File: config.mk
export PLATFORM = sky130hd
export DESIGN_NAME = pistorm_txn_master
export DESIGN_NICKNAME = d
export VERILOG_FILES = /design/src/rtl/pistorm_txn_master.sv
export SDC_FILE = /design/constraint.sdc
export NUM_CORES = 1
export LEC_CHECK = 0
export BUFFER_PORTS_ARGS = -buffer_cell sky130_fd_sc_hd__buf_2
export CAP_MARGIN = 20
export CORE_ASPECT_RATIO = 0.8
export CORE_MARGIN = 4
export CORE_UTILIZATION = 53
export CTS_BUF_LIST = sky130_fd_sc_hd__clkbuf_4 sky130_fd_sc_hd__clkbuf_8
export CTS_CLUSTER_SIZE = 30
export DETAILED_ROUTE_END_ITERATION = 16
export GPL_ROUTABILITY_DRIVEN = 0
export PLACE_DENSITY = 0.79
export SETUP_SLACK_MARGIN = 0.15
export SYNTH_ARGS = -nofsm -noshare
export SYNTH_HDL_FRONTEND = slang
export SYNTH_SLANG_ARGS = --single-unit
File: constraint.sdc
create_clock -name PI_CLK -period 6.9 [get_ports PI_CLK]
set_input_delay 0.345 -clock PI_CLK [delete_from_list [all_inputs] [get_ports PI_CLK]]
set_output_delay 0.345 -clock PI_CLK [all_outputs]
set_load 0.005 [all_outputs]
File: src/rtl/pistorm_txn_master.sv
// Pi-side bus master for the PiStorm CPLD bridge. It turns one 68k request into the
// bridge's DATA / ADDR_LO / ADDR_HI / poll / DATA register sequence and also issues STATUS writes.
module pistorm_txn_master #(
    parameter int SETUP_CYC   = 2,
    parameter int STROBE_CYC  = 4,
    parameter int HOLD_CYC    = 2,
    parameter int POLL_DELAY  = 8,
    parameter int TIMEOUT_CYC = 4096
) (
    input  logic        PI_CLK,
    input  logic        RESET,
    input  logic        req_valid,
    output logic        req_ready,
    input  logic        req_rw,
    input  logic        req_byte,
    input  logic [23:0] req_addr,
    input  logic [15:0] req_wdata,
    input  logic        ctl_valid,
    output logic        ctl_ready,
    input  logic [15:0] ctl_data,
    output logic        rsp_valid,
    output logic [15:0] rsp_rdata,
    output logic        rsp_timeout,
    output logic        busy,
    output logic [1:0]  PI_A,
    output logic [15:0] PI_D_OUT,
    output logic        PI_D_OE,
    input  logic [15:0] PI_D_IN,
    output logic        PI_WR,
    output logic        PI_RD,
    input  logic        PI_TXN_IN_PROGRESS
);
    localparam int PH_MAX = (SETUP_CYC > STROBE_CYC)
                          ? ((SETUP_CYC > HOLD_CYC) ? SETUP_CYC : HOLD_CYC)
                          : ((STROBE_CYC > HOLD_CYC) ? STROBE_CYC : HOLD_CYC);
    localparam int PH_W = $clog2(PH_MAX + 1);
    localparam int PC_MAX = (TIMEOUT_CYC > POLL_DELAY) ? TIMEOUT_CYC : POLL_DELAY;
    localparam int PC_W = $clog2(PC_MAX + 1);

    localparam logic [PH_W-1:0] SETUP_LAST   = PH_W'(SETUP_CYC - 1);
    localparam logic [PH_W-1:0] STROBE_LAST  = PH_W'(STROBE_CYC - 1);
    localparam logic [PH_W-1:0] HOLD_LAST    = PH_W'(HOLD_CYC - 1);
    localparam logic [PC_W-1:0] DELAY_END    = PC_W'(POLL_DELAY);
    localparam logic [PC_W-1:0] TIMEOUT_LAST = PC_W'(TIMEOUT_CYC - 1);

    typedef enum logic [2:0] {
        IDLE, WR_DATA, WR_ALO, WR_AHI, POLL, RD_DATA, RESP, WR_STAT
    } state_t;
    typedef enum logic [1:0] {PH_SETUP, PH_STROBE, PH_HOLD} phase_t;

    state_t          state, state_nx;
    phase_t          phase, phase_nx;
    logic [PH_W-1:0] ph_cnt, ph_cnt_nx;
    logic [PC_W-1:0] poll_cnt, poll_cnt_nx;
    logic            txn_meta, txn_s;
    logic            is_bus, prim_done, rd_capture, poll_expire;
    logic            req_accept, ctl_accept;

    logic            rw_q, byte_q;
    logic [23:0]     addr_q;
    logic [15:0]     wdata_q, ctl_q, rdata_q;
    logic            timeout_q;

    // Byte reads return the addressed lane in [7:0]; even addresses sit on D[15:8].
    function automatic logic [15:0] lane_select(input logic byte_acc, input logic a0,
                                                input logic [15:0] d);
        if (!byte_acc)
            return d;
        return a0 ? {8'h00, d[7:0]} : {8'h00, d[15:8]};
    endfunction

    // State, phase and counter registers; TXN_IN_PROGRESS crosses through two flops.
    always_ff @(posedge PI_CLK) begin
        if (RESET) begin
            state    <= IDLE;
            phase    <= PH_SETUP;
            ph_cnt   <= '0;
            poll_cnt <= '0;
            txn_meta <= 1'b0;
            txn_s    <= 1'b0;
        end else begin
            state    <= state_nx;
            phase    <= phase_nx;
            ph_cnt   <= ph_cnt_nx;
            poll_cnt <= poll_cnt_nx;
            txn_meta <= PI_TXN_IN_PROGRESS;
            txn_s    <= txn_meta;
        end
    end

    always_comb begin
        state_nx    = state;
        phase_nx    = PH_SETUP;
        ph_cnt_nx   = '0;
        poll_cnt_nx = '0;
        prim_done   = 1'b0;
        rd_capture  = 1'b0;
        poll_expire = 1'b0;
        req_ready   = 1'b0;
        ctl_ready   = 1'b0;
        rsp_valid   = 1'b0;
        PI_A        = 2'd0;
        PI_D_OUT    = 16'h0000;
        PI_D_OE     = 1'b0;
        PI_WR       = 1'b0;
        PI_RD       = 1'b0;
        is_bus      = (state == WR_DATA) || (state == WR_ALO) || (state == WR_AHI) ||
                      (state == RD_DATA) || (state == WR_STAT);

        // Shared setup/strobe/hold primitive; prim_done marks its final cycle.
        if (is_bus) begin
            phase_nx  = phase;
            ph_cnt_nx = ph_cnt + 1'b1;
            PI_D_OE   = (state != RD_DATA);
            case (phase)
                PH_SETUP: begin
                    if (ph_cnt == SETUP_LAST) begin
                        phase_nx  = PH_STROBE;
                        ph_cnt_nx = '0;
                    end
                end
                PH_STROBE: begin
                    PI_WR = (state != RD_DATA);
                    PI_RD = (state == RD_DATA);
                    if (ph_cnt == STROBE_LAST) begin
                        phase_nx   = PH_HOLD;
                        ph_cnt_nx  = '0;
                        rd_capture = (state == RD_DATA);
                    end
                end
                PH_HOLD: begin
                    if (ph_cnt == HOLD_LAST) begin
                        phase_nx  = PH_SETUP;
                        ph_cnt_nx = '0;
                        prim_done = 1'b1;
                    end
                end
                default: begin
                    phase_nx  = PH_SETUP;
                    ph_cnt_nx = '0;
                end
            endcase
        end

        unique case (state)
            IDLE: begin
                ctl_ready = !RESET;
                req_ready = !RESET && !ctl_valid;
                if (ctl_valid && ctl_ready)
                    state_nx = WR_STAT;
                else if (req_valid && req_ready)
                    state_nx = req_rw ? WR_ALO : WR_DATA;
            end
            WR_DATA: begin
                PI_A     = 2'd0;
                PI_D_OUT = byte_q ? {wdata_q[7:0], wdata_q[7:0]} : wdata_q;
                if (prim_done) state_nx = WR_ALO;
            end
            WR_ALO: begin
                PI_A     = 2'd1;
                PI_D_OUT = addr_q[15:0];
                if (prim_done) state_nx = WR_AHI;
            end
            WR_AHI: begin
                PI_A     = 2'd2;
                PI_D_OUT = {6'b000000, rw_q, byte_q, addr_q[23:16]};
                if (prim_done) state_nx = POLL;
            end
            POLL: begin
                // The bridge's busy flag is ignored for the first POLL_DELAY cycles.
                if (poll_cnt >= DELAY_END && !txn_s) begin
                    state_nx = rw_q ? RD_DATA : RESP;
                end else if (poll_cnt == TIMEOUT_LAST) begin
                    state_nx    = RESP;
                    poll_expire = 1'b1;
                end else begin
                    poll_cnt_nx = poll_cnt + 1'b1;
                end
            end
            RD_DATA: begin
                PI_A = 2'd0;
                if (prim_done) state_nx = RESP;
            end
            RESP: begin
                rsp_valid = 1'b1;
                state_nx  = IDLE;
            end
            WR_STAT: begin
                PI_A     = 2'd3;
                PI_D_OUT = ctl_q;
                if (prim_done) state_nx = IDLE;
            end
        endcase
    end

    assign req_accept  = req_valid && req_ready;
    assign ctl_accept  = ctl_valid && ctl_ready;
    assign busy        = (state != IDLE);
    assign rsp_rdata   = rdata_q;
    assign rsp_timeout = timeout_q;

    // Response registers are cleared at request acceptance so writes and timeouts return 0.
    always_ff @(posedge PI_CLK) begin
        if (RESET) begin
            rdata_q   <= 16'h0000;
            timeout_q <= 1'b0;
        end else begin
            if (req_accept) begin
                rdata_q   <= 16'h0000;
                timeout_q <= 1'b0;
            end
            if (poll_expire) timeout_q <= 1'b1;
            if (rd_capture) rdata_q <= lane_select(byte_q, addr_q[0], PI_D_IN);
        end
    end

    always_ff @(posedge PI_CLK) begin
        if (req_accept) begin
            rw_q    <= req_rw;
            byte_q  <= req_byte;
            addr_q  <= req_addr;
            wdata_q <= req_wdata;
        end
        if (ctl_accept) ctl_q <= ctl_data;
    end
endmodule

==> results by group <==
Detailed routing
  • Vias per Instance: 5.30
  • Routed Antenna Nets: 0
  • Drt drc: 0
  • Drt initial violations: 239
  • Drt pass-1 iters: 5
  • Metal-1 WL: 4230 um
  • DR WL met2: 4490 um
  • Routed wl met3: 576 um
  • Max Used Layer: met4
  • Vias: 3109
  • Post-Route WL: 9560 um
  • Routed WL per cell: 16.3 um

Global routing
  • First-pass GRT wire length: 15100 um
  • Antenna violations before repair: 0
  • Largest net degree at the start of global routing: 45
  • GRT Total Usage: 21.1%
  • Vias in the first global route: 3063
  • GRT overflow: 0

Floorplan
  • Die Area: 0.00932 sq mm
  • Initial Util: 55.3%
  • Die width: 107 um
  • Die Y: 87.1 um
  • Core area: 0.00750 sq mm
  • IO Pins: 121
  • Row cnt: 28

Timing
  • Final worst path period need: 2940 ps
  • Final Skew: 10.9 ps
  • Period utilization: 42.7%
  • Worst slew pin tran: 1040 ps
  • Achievable Freq: 340 MHz
  • Total negative slack: 0 ps
  • Setup violators final: 0
  • Max-slew headroom: 30.7%
  • RSZ-0062 raised after global routing: false
  • Max Slew Vio Count: 0
  • Final Hold Fails: 0

Critical path
  • Critical Path Start: state[2]
  • Critical Path AT: 2600 ps
  • Max Fanout on Critical Path: 26
  • Startpoint Class: flop
  • CP endpoint kind: primary output
  • Max incr delay on CP: 1020 ps
  • CP Cell Sequence: nor2_1 -> buf_4 -> nand2_1 -> o21ai_0 -> a22o_1 -> buf_2
  • Highest-delay cell along the critical path: dfxtp_1
  • Critical path class: flop to primary output
  • Worst r2r src: state[2]
  • Worst Path Required: 6550 ps

Clocking
  • H-tree depth: 3
  • Post-CTS Setup Bufs: 0
  • Clock Path Buffers: 2
  • Post-CTS Resized: 0
  • Clk pin slew, worst setup/hold paths: 100 ps
  • Clock buffer count from CTS: 9
  • CTS Hold Bufs: 0
  • Clk_lat worst skew: 370 ps
  • Root buf cell: clkbuf_8
  • CTS tree: yes
  • Clock tree sinks: 98

Logic synthesis
  • Mapped Nets: 449
  • Synth warn: 0
  • Synth Cell Area: 0.00415 sq mm
  • Register area share after synthesis: 61.3%
  • Ys async rst share: 0%
  • Synth Instances: 364
  • Dominant synthesized flop cell: edfxtp_1
  • Top cells by area, synth: edfxtp_1 42%, dfxtp_1 19%, mux2i_1 6.0%
  • Post-synthesis average cell area: 11.4 sq um
  • Leading area contributor after synthesis: edfxtp_1
  • Yosys cell types: 42
  • Post-synth EDFFs: 58
  • FF+latch count, synth: 98
  • Post-synth top area share: 42.0%

Power and ir drop
  • VDD IR-drop max: 0.000162 V
  • P per Cell Area: 296 mW/mm^2
  • Leak pwr: 2.11 nW

Final layout
  • Layout cells sized above 1: 29.5%
  • Post-Layout Inst Area: 0.00502 sq mm
  • Syn-to-layout area delta: 21.0%
  • # diodes: 0
  • Most frequent cells in the layout: 120 x buf_2, 58 x edfxtp_1, 48 x nor2_1
  • Final #Nets: 562
  • FILL cells: 625
  • Commonest non-fill, non-tap cell in the layout: buf_2

Placement
  • PortBufs: 120
  • DP Area: 0.00481 sq mm
  • DP HPWL: 6910 um

Outcome
  • Outcome: complete, no violations

Run
  • Max_cap viols: 0

Worst hold path
  • Worst Hold Class: primary input to flop
  • Hold Crit Start: ctl_data[11]
## logic make-up after synthesis
kind of cell	after synthesis	synth area share, %
multiplexers	25	6.03
AO/OA/AOI/OAI	71	11.3
XOR/XNOR	10	2.11
adder cells (fa/ha/maj)	6	1.81
AND/OR/NAND/NOR	124	14.4
buffers and inverters	30	3.05
flip-flops	98	61.3
## cell usage after synthesis, types with 4 or more instances
cell,number
a21oi_1,16
a22o_1,16
a22oi_1,9
and3_1,4
buf_2,5
clkbuf_1,14
dfxtp_1,40
edfxtp_1,58
ha_1,6
inv_1,10
mux2i_1,25
nand2_1,28
nand2b_1,6
nand3_1,5
nor2_1,48
nor2b_1,6
nor3_1,7
o21ai_0,19
xnor2_1,4
xor2_1,6
## power by group
group | internal, W | total, W | switching [W]
logic | 0.000165 | 0.000384 | 0.000219
clock network | 0.000179 | 0.000395 | 0.000216
registers | 0.000671 | 0.000706 | 0.0000357
## critical path: cells and delay by family (launching register included)
kind | cells | cell delay [ps]
flops | 1 | 1020
compound gates | 2 | 330
buf+inv | 2 | 430
simple gates | 2 | 440
## registers in the layout, summed over array words and instances, names as in the netlist
name and flops:
addr_q 24, ctl_q 16, rsp_rdata 16, wdata_q 16, poll_cnt 13, ph_cnt 3
state 3, phase 2, byte_q 1, rsp_timeout 1, rw_q 1, txn_meta 1
txn_s 1
## final cells by class
| type | count | area (sq um) | area share [%] |
|---|---|---|---|
| clock buffers | 9 | 124 | 2.47 |
| clock inverters | 7 | 90.1 | 1.79 |
| inverters | 10 | 37.5 | 0.747 |
| multi-input cells | 236 | 1480 | 29.5 |
| flip-flops and latches | 98 | 2540 | 50.6 |
| well taps | 105 | 131 | 2.62 |
| repair buffers | 122 | 616 | 12.3 |
## path summary, 6_finish.rpt
kind                        to  slack, ps  cells past startpoint
hold / removal       ctl_q[11]        140                      1
setup / recovery   PI_D_OUT[7]       3960                      6
setup reg to reg  rsp_rdata[7]       4070                      5
hold reg to reg          txn_s        450                      1
## stage by stage
step           setup WS, ps  hold WS [ps]  power, W  cells  util [%]
4_1_cts                3930           125   0.00149    587      67.0
2_1_floorplan          4190           414  0.000957    364         -
3_3_place_gp           4220           423   0.00109    571      64.1
5_1_grt                3650           114   0.00157    587      67.0
6_report               3960           138   0.00149    587      67.0
3_5_place_dp           4050           430   0.00110    571      64.1
## routing by layer
| layer | track usage (%) | up-vias |
|---|---|---|
| met5 | 0 | - |
| met4 | 8.71 | 0 |
| met3 | 4.89 | 20 |
| met2 | 33.6 | 112 |
| met1 | 28.2 | 1443 |
| li1 | - | 1534 |
(Power assumes the default switching activity.)
